==> src/rtl/wb_align_stage_if.sv <==
// Writeback-stage bus: retiring instruction from MEM, load data return,
// and the register-file write port produced by the stage.
interface wb_align_stage_if #(
  parameter int OP_W = 3
);
  logic            in_valid;
  logic            in_ready;
  logic [OP_W-1:0] in_op;
  logic [4:0]      in_rd;
  logic [31:0]     in_alu_result;
  logic [1:0]      in_addr_lo;
  logic [31:0]     mem_rdata;
  logic            mem_rdata_valid;
  logic [4:0]      Rd_addr;
  logic [31:0]     Rd_in;
  logic [3:0]      Rd_Byte_w_en;
  logic            misalign_err;

  modport master (
    output in_valid, in_op, in_rd, in_alu_result, in_addr_lo, mem_rdata, mem_rdata_valid,
    input  in_ready, Rd_addr, Rd_in, Rd_Byte_w_en, misalign_err
  );

  modport slave (
    input  in_valid, in_op, in_rd, in_alu_result, in_addr_lo, mem_rdata, mem_rdata_valid,
    output in_ready, Rd_addr, Rd_in, Rd_Byte_w_en, misalign_err
  );
endinterface

==> src/rtl/wb_align_stage.sv <==
// MIPS writeback stage: waits for load data, aligns it and emits a registered
// register-file write with per-byte enables (LWL/LWR merge via enables only).
module wb_align_stage #(
  parameter int OP_W = 3
) (
  input logic             clk,
  input logic             rst_n,
  wb_align_stage_if.slave bus
);

  localparam logic [OP_W-1:0] OP_ALU = OP_W'(0);
  localparam logic [OP_W-1:0] OP_LB  = OP_W'(1);
  localparam logic [OP_W-1:0] OP_LBU = OP_W'(2);
  localparam logic [OP_W-1:0] OP_LH  = OP_W'(3);
  localparam logic [OP_W-1:0] OP_LHU = OP_W'(4);
  localparam logic [OP_W-1:0] OP_LW  = OP_W'(5);
  localparam logic [OP_W-1:0] OP_LWL = OP_W'(6);
  localparam logic [OP_W-1:0] OP_LWR = OP_W'(7);

  localparam logic [1:0] ST_IDLE      = 2'd0;
  localparam logic [1:0] ST_LOAD_WAIT = 2'd1;
  localparam logic [1:0] ST_WRITE     = 2'd2;

  logic [1:0]      state_q, state_d;
  logic [OP_W-1:0] op_q, op_d;
  logic [4:0]      rd_q, rd_d;
  logic [1:0]      addr_q, addr_d;
  logic [4:0]      wr_addr_q, wr_addr_d;
  logic [31:0]     wr_data_q, wr_data_d;
  logic [3:0]      wr_en_q, wr_en_d;
  logic            err_q, err_d;

  logic            accept;
  logic [31:0]     shr_data;
  logic [31:0]     shl_data;
  logic [15:0]     half;
  logic [31:0]     load_data;
  logic [3:0]      load_en;
  logic            load_err;

  assign bus.in_ready     = (state_q != ST_LOAD_WAIT);
  assign accept           = bus.in_valid && bus.in_ready;
  assign bus.Rd_addr      = wr_addr_q;
  assign bus.Rd_in        = wr_data_q;
  assign bus.Rd_Byte_w_en = wr_en_q;
  assign bus.misalign_err = err_q;

  // 3-a equals ~a for a two-bit offset.
  assign shr_data = bus.mem_rdata >> {addr_q, 3'b000};
  assign shl_data = bus.mem_rdata << {~addr_q, 3'b000};
  assign half     = addr_q[1] ? bus.mem_rdata[31:16] : bus.mem_rdata[15:0];

  always_comb begin
    load_data = bus.mem_rdata;
    load_en   = 4'b1111;
    load_err  = 1'b0;
    case (op_q)
      OP_LB:  load_data = {{24{shr_data[7]}}, shr_data[7:0]};
      OP_LBU: load_data = {24'b0, shr_data[7:0]};
      OP_LH, OP_LHU: begin
        load_data = (op_q == OP_LH) ? {{16{half[15]}}, half} : {16'b0, half};
        if (addr_q[0]) begin
          load_en  = 4'b0000;
          load_err = 1'b1;
        end
      end
      OP_LW: begin
        if (addr_q != 2'b00) begin
          load_en  = 4'b0000;
          load_err = 1'b1;
        end
      end
      OP_LWL: begin
        load_data = shl_data;
        load_en   = 4'b1111 << ~addr_q;
      end
      OP_LWR: begin
        load_data = shr_data;
        load_en   = 4'b1111 >> addr_q;
      end
      default: ;
    endcase
    // r0 is never written, but a misaligned access still reports.
    if (rd_q == 5'd0) load_en = 4'b0000;
  end

  always_comb begin
    state_d   = state_q;
    op_d      = op_q;
    rd_d      = rd_q;
    addr_d    = addr_q;
    wr_addr_d = wr_addr_q;
    wr_data_d = wr_data_q;
    wr_en_d   = 4'b0000;
    err_d     = 1'b0;
    unique case (state_q)
      ST_IDLE, ST_WRITE: begin
        if (accept) begin
          if (bus.in_op == OP_ALU) begin
            state_d   = ST_WRITE;
            wr_addr_d = bus.in_rd;
            wr_data_d = bus.in_alu_result;
            wr_en_d   = (bus.in_rd != 5'd0) ? 4'b1111 : 4'b0000;
          end else begin
            state_d = ST_LOAD_WAIT;
            op_d    = bus.in_op;
            rd_d    = bus.in_rd;
            addr_d  = bus.in_addr_lo;
          end
        end else begin
          state_d = ST_IDLE;
        end
      end
      ST_LOAD_WAIT: begin
        if (bus.mem_rdata_valid) begin
          state_d   = ST_WRITE;
          wr_addr_d = rd_q;
          wr_data_d = load_data;
          wr_en_d   = load_en;
          err_d     = load_err;
        end
      end
      default: state_d = ST_IDLE;
    endcase
  end

  always_ff @(posedge clk or negedge rst_n) begin
    if (!rst_n) begin
      state_q   <= ST_IDLE;
      op_q      <= OP_ALU;
      rd_q      <= 5'd0;
      addr_q    <= 2'd0;
      wr_addr_q <= 5'd0;
      wr_data_q <= 32'd0;
      wr_en_q   <= 4'b0000;
      err_q     <= 1'b0;
    end else begin
      state_q   <= state_d;
      op_q      <= op_d;
      rd_q      <= rd_d;
      addr_q    <= addr_d;
      wr_addr_q <= wr_addr_d;
      wr_data_q <= wr_data_d;
      wr_en_q   <= wr_en_d;
      err_q     <= err_d;
    end
  end

endmodule
==> src/flat_wrapper.sv <==
// flat-port wrapper written by rule: the top's interface ports become plain ports
module wb_align_stage_flat 
#(
  parameter int OP_W = 3
)
  (clk, rst_n, bus_in_valid, bus_in_op, bus_in_rd, bus_in_alu_result, bus_in_addr_lo, bus_mem_rdata, bus_mem_rdata_valid, bus_in_ready, bus_Rd_addr, bus_Rd_in, bus_Rd_Byte_w_en, bus_misalign_err);
  wb_align_stage_if #(.OP_W(OP_W)) bus_i ();
  input logic clk;
  input logic rst_n;
  input wire logic [$bits(bus_i.in_valid)-1:0] bus_in_valid;
  input wire logic [$bits(bus_i.in_op)-1:0] bus_in_op;
  input wire logic [$bits(bus_i.in_rd)-1:0] bus_in_rd;
  input wire logic [$bits(bus_i.in_alu_result)-1:0] bus_in_alu_result;
  input wire logic [$bits(bus_i.in_addr_lo)-1:0] bus_in_addr_lo;
  input wire logic [$bits(bus_i.mem_rdata)-1:0] bus_mem_rdata;
  input wire logic [$bits(bus_i.mem_rdata_valid)-1:0] bus_mem_rdata_valid;
  output wire logic [$bits(bus_i.in_ready)-1:0] bus_in_ready;
  output wire logic [$bits(bus_i.Rd_addr)-1:0] bus_Rd_addr;
  output wire logic [$bits(bus_i.Rd_in)-1:0] bus_Rd_in;
  output wire logic [$bits(bus_i.Rd_Byte_w_en)-1:0] bus_Rd_Byte_w_en;
  output wire logic [$bits(bus_i.misalign_err)-1:0] bus_misalign_err;
  assign bus_i.in_valid = bus_in_valid;
  assign bus_i.in_op = bus_in_op;
  assign bus_i.in_rd = bus_in_rd;
  assign bus_i.in_alu_result = bus_in_alu_result;
  assign bus_i.in_addr_lo = bus_in_addr_lo;
  assign bus_i.mem_rdata = bus_mem_rdata;
  assign bus_i.mem_rdata_valid = bus_mem_rdata_valid;
  assign bus_in_ready = bus_i.in_ready;
  assign bus_Rd_addr = bus_i.Rd_addr;
  assign bus_Rd_in = bus_i.Rd_in;
  assign bus_Rd_Byte_w_en = bus_i.Rd_Byte_w_en;
  assign bus_misalign_err = bus_i.misalign_err;
  wb_align_stage #(.OP_W(OP_W)) u_core (.clk(clk), .rst_n(rst_n), .bus(bus_i));
endmodule
==> config.mk <==
export PLATFORM = sky130hd
export DESIGN_NAME = wb_align_stage_flat
export DESIGN_NICKNAME = d
export VERILOG_FILES = /design/src/rtl/wb_align_stage_if.sv /design/src/rtl/wb_align_stage.sv /design/src/flat_wrapper.sv
export SDC_FILE = /design/constraint.sdc
export NUM_CORES = 1
export LEC_CHECK = 0
export ABC_AREA = 1
export BUFFER_PORTS_ARGS = -buffer_cell sky130_fd_sc_hd__buf_4
export CORE_MARGIN = 4
export CORE_UTILIZATION = 54
export DETAILED_ROUTE_END_ITERATION = 10
export PLACE_DENSITY = 0.86
export SKIP_CTS_REPAIR_TIMING = 1
export SYNTH_ARGS = -nofsm -noshare
export SYNTH_HDL_FRONTEND = slang
export SYNTH_SLANG_ARGS = --single-unit
==> constraint.sdc <==
create_clock -name clk -period 1.6 [get_ports clk]
set_input_delay 0.16 -clock clk [delete_from_list [all_inputs] [get_ports clk]]
set_output_delay 0.16 -clock clk [all_outputs]
set_load 0.05 [all_outputs]
==> summary.txt <==
Pwr per Cell Area: 1620 mW/mm2
DRT antenna net count: 0
minimum clock period: 1550 ps
io pins: 121
endpoints failing setup: 0
first-pass GRT wire length: 24600 um
DRC violation count after routing: 0
synth warn: 0
WP data required: 1810 ps
CP Max Fanout: 16
smallest setup slack after layout: 50.7 ps
1st-iter DRT viols: 540
Die Footprint: 0.00994 mm2
router iterations before antenna repair: 6
max-slew violations: 0
Max Fclk: 645 MHz
slew margin rel.: 52.5%
vias per inst: 5.61
clk sinks: 54
path type of the worst min-delay path: primary input to flop
RePlAce Congestion: 0.977
dpl hpwl: 11500 um
fin cells: 986
dpl cell area: 0.00562 mm2
pre-CTS setup slack: -80.3 ps
initial core utilization: 55.2%
Die W: 99.7 um
Inserted Clock Buffers: 5
synthesized area: 0.00454 mm2
CP Capture Type: flop
total gr overflow: 0
input/output buffers: 120
setup total negative slack: 0 ps
register area share after synthesis: 29.8%
Syn Inst Count: 760
critical path class: flop to flop
fraction of layout cells with a size suffix above 1: 24.1%
Tot GR Track Use: 30.4%
fin util: 72.7%
Worst setup SP type: flop
CTS clock-pin slew for the worst setup and hold paths: 100 ps
DIE HEIGHT: 99.7 um
maximum clock path buffer count: 2
GR Layer Usage met1: 37.3%
crit share post-route: 96.8%
vias in the first global route: 5209
antenna violations before repair: 0
share of the synthesized area in the top cell type: 29.8%
M2 GR Usage: 53.9%
via count: 5536
row count: 33
Max-cap violations: 0
Synth area leaders: dfrtp_1 30%, nand2_1 21%, a21oi_1 9.9%
WP data arrival: 1760 ps
Design Area, Final: 0.00597 mm2
Cells after DPL: 968
count of state elements after synthesis: 54
Yosys top cell by area: dfrtp_1
syn avg cell area: 5.97 um2
nets: 959
clock latency on the worst-skew pair: 320 ps
GRT busiest layer: met2
final count of hold timing violations: 0
CTS tree: done
H-tree depth: 2
RSZ-0062 raised after global routing: yes
static leakage: 3.09 nW
diode count: 0
largest net degree at the start of global routing: 66
WL/cell: 16.3 um
Hold WS: 52.2 ps
net count after synthesis: 838
CORE AREA: 0.00822 mm2
skew final: 8.78 ps
Worst Tran Pin Value: 712 ps
library cells used by synthesis: 27
total power: 9.68 mW
Routed WL: 16000 um
Global Route met3 Usage: 4.35%
worst vdd ir: 0.000996 V
Root Buffer: clkbuf_8
Layout area overhead: 31.6%
status: completed
[sequential cells by signal (all words and copies together) (netlist names)]
name and flops:
u_core.bus.Rd_Byte_w_en 4, u_core.rd_q 5, u_core.bus.Rd_addr 5, u_core.op_q 3, u_core.bus.Rd_in 32, u_core.addr_q 2, u_core.bus.misalign_err 1, u_core.state_q 2
[layout make-up]
type	instances	area, um2
sequential	54	1360
clock buffer	5	68.8
timing repair buffer	164	1440
multi-input combinational	611	2760
inverter	45	181
fill	685	2240
clock inverter	2	38.8
tap	105	131
[logic make-up (layout without fill, tap and decap cells)]
kind of cell | count (synthesis) | in the layout | synth area share, %
buffers and inverters | 95 | 216 | 11.0
flip-flops | 54 | 54 | 29.8
AO/OA/AOI/OAI | 146 | 146 | 16.8
AND/OR/NAND/NOR | 465 | 465 | 42.4
[Yosys cell counts]
cell type and n:
o21ai_0 30, inv_1 36, inv_2 7, buf_2 16, o21bai_1 7, o21ai_1 11
clkinv_1 1, buf_6 11, a21oi_2 2, nor2_4 1, nor3_1 1, nand3_1 82
a21oi_1 90, buf_4 10, nand2_2 4, inv_4 1, nor2_1 110, dfrtp_1 54
nand3_4 2, clkbuf_1 9, buf_1 4, nor2_2 5, nand2_1 257, nand4_1 1
a31oi_1 6, nand2_4 1, nor4_2 1
[worst max-delay path, stage by stage, from the launching register on]
cell	delay, ps
dfrtp_2	530
inv_4	80
nand2_2	100
nand3_4	120
inv_2	270
a21oi_1	110
nand2_1	160
a21oi_1	80
[where the power goes]
group / switching [mW] / internal (mW) / total, mW
sequential: 0.377 / 1.89 / 2.27
combinational: 4.29 / 2.17 / 6.46
clock: 0.488 / 0.462 / 0.950
[cell usage in the layout, fill, tap and decap left out, drive strengths merged]
cell type / count
nor4: 1
buf: 161
nand3: 84
bufinv: 1
a21oi: 92
inv: 44
nand4: 1
clkbuf: 7
dfrtp: 54
clkinv: 2
a31oi: 6
o21ai: 41
nor3: 1
o21bai: 7
dlygate4sd3: 1
nor2: 116
nand2: 262
[layer usage]
layer | vias up | part of all wire (%)
met4 | 0 | 2.6
met3 | 35 | 9.2
met1 | 2514 | 39
met2 | 299 | 49
met5 | - | 0
li1 | 2688 | -
[path summary, 6_finish.rpt]
kind | from | to | slack [ps] | cells past startpoint
worst min-delay path | bus_mem_rdata_valid | u_core.state_q[0] | 50 | 2
max in group asynchronous | rst_n | u_core.op_q[2] | 650 | 2
min in group asynchronous | rst_n | u_core.bus.Rd_in[19] | 400 | 2
worst max-delay path | u_core.op_q[0] | u_core.bus.Rd_in[2] | 50 | 7
worst min register to register | u_core.bus.Rd_in[14] | u_core.bus.Rd_in[14] | 530 | 2
worst max register to register | u_core.op_q[0] | u_core.bus.Rd_in[2] | 50 | 7
No activity file was read; power rests on OpenSTA's default activity.
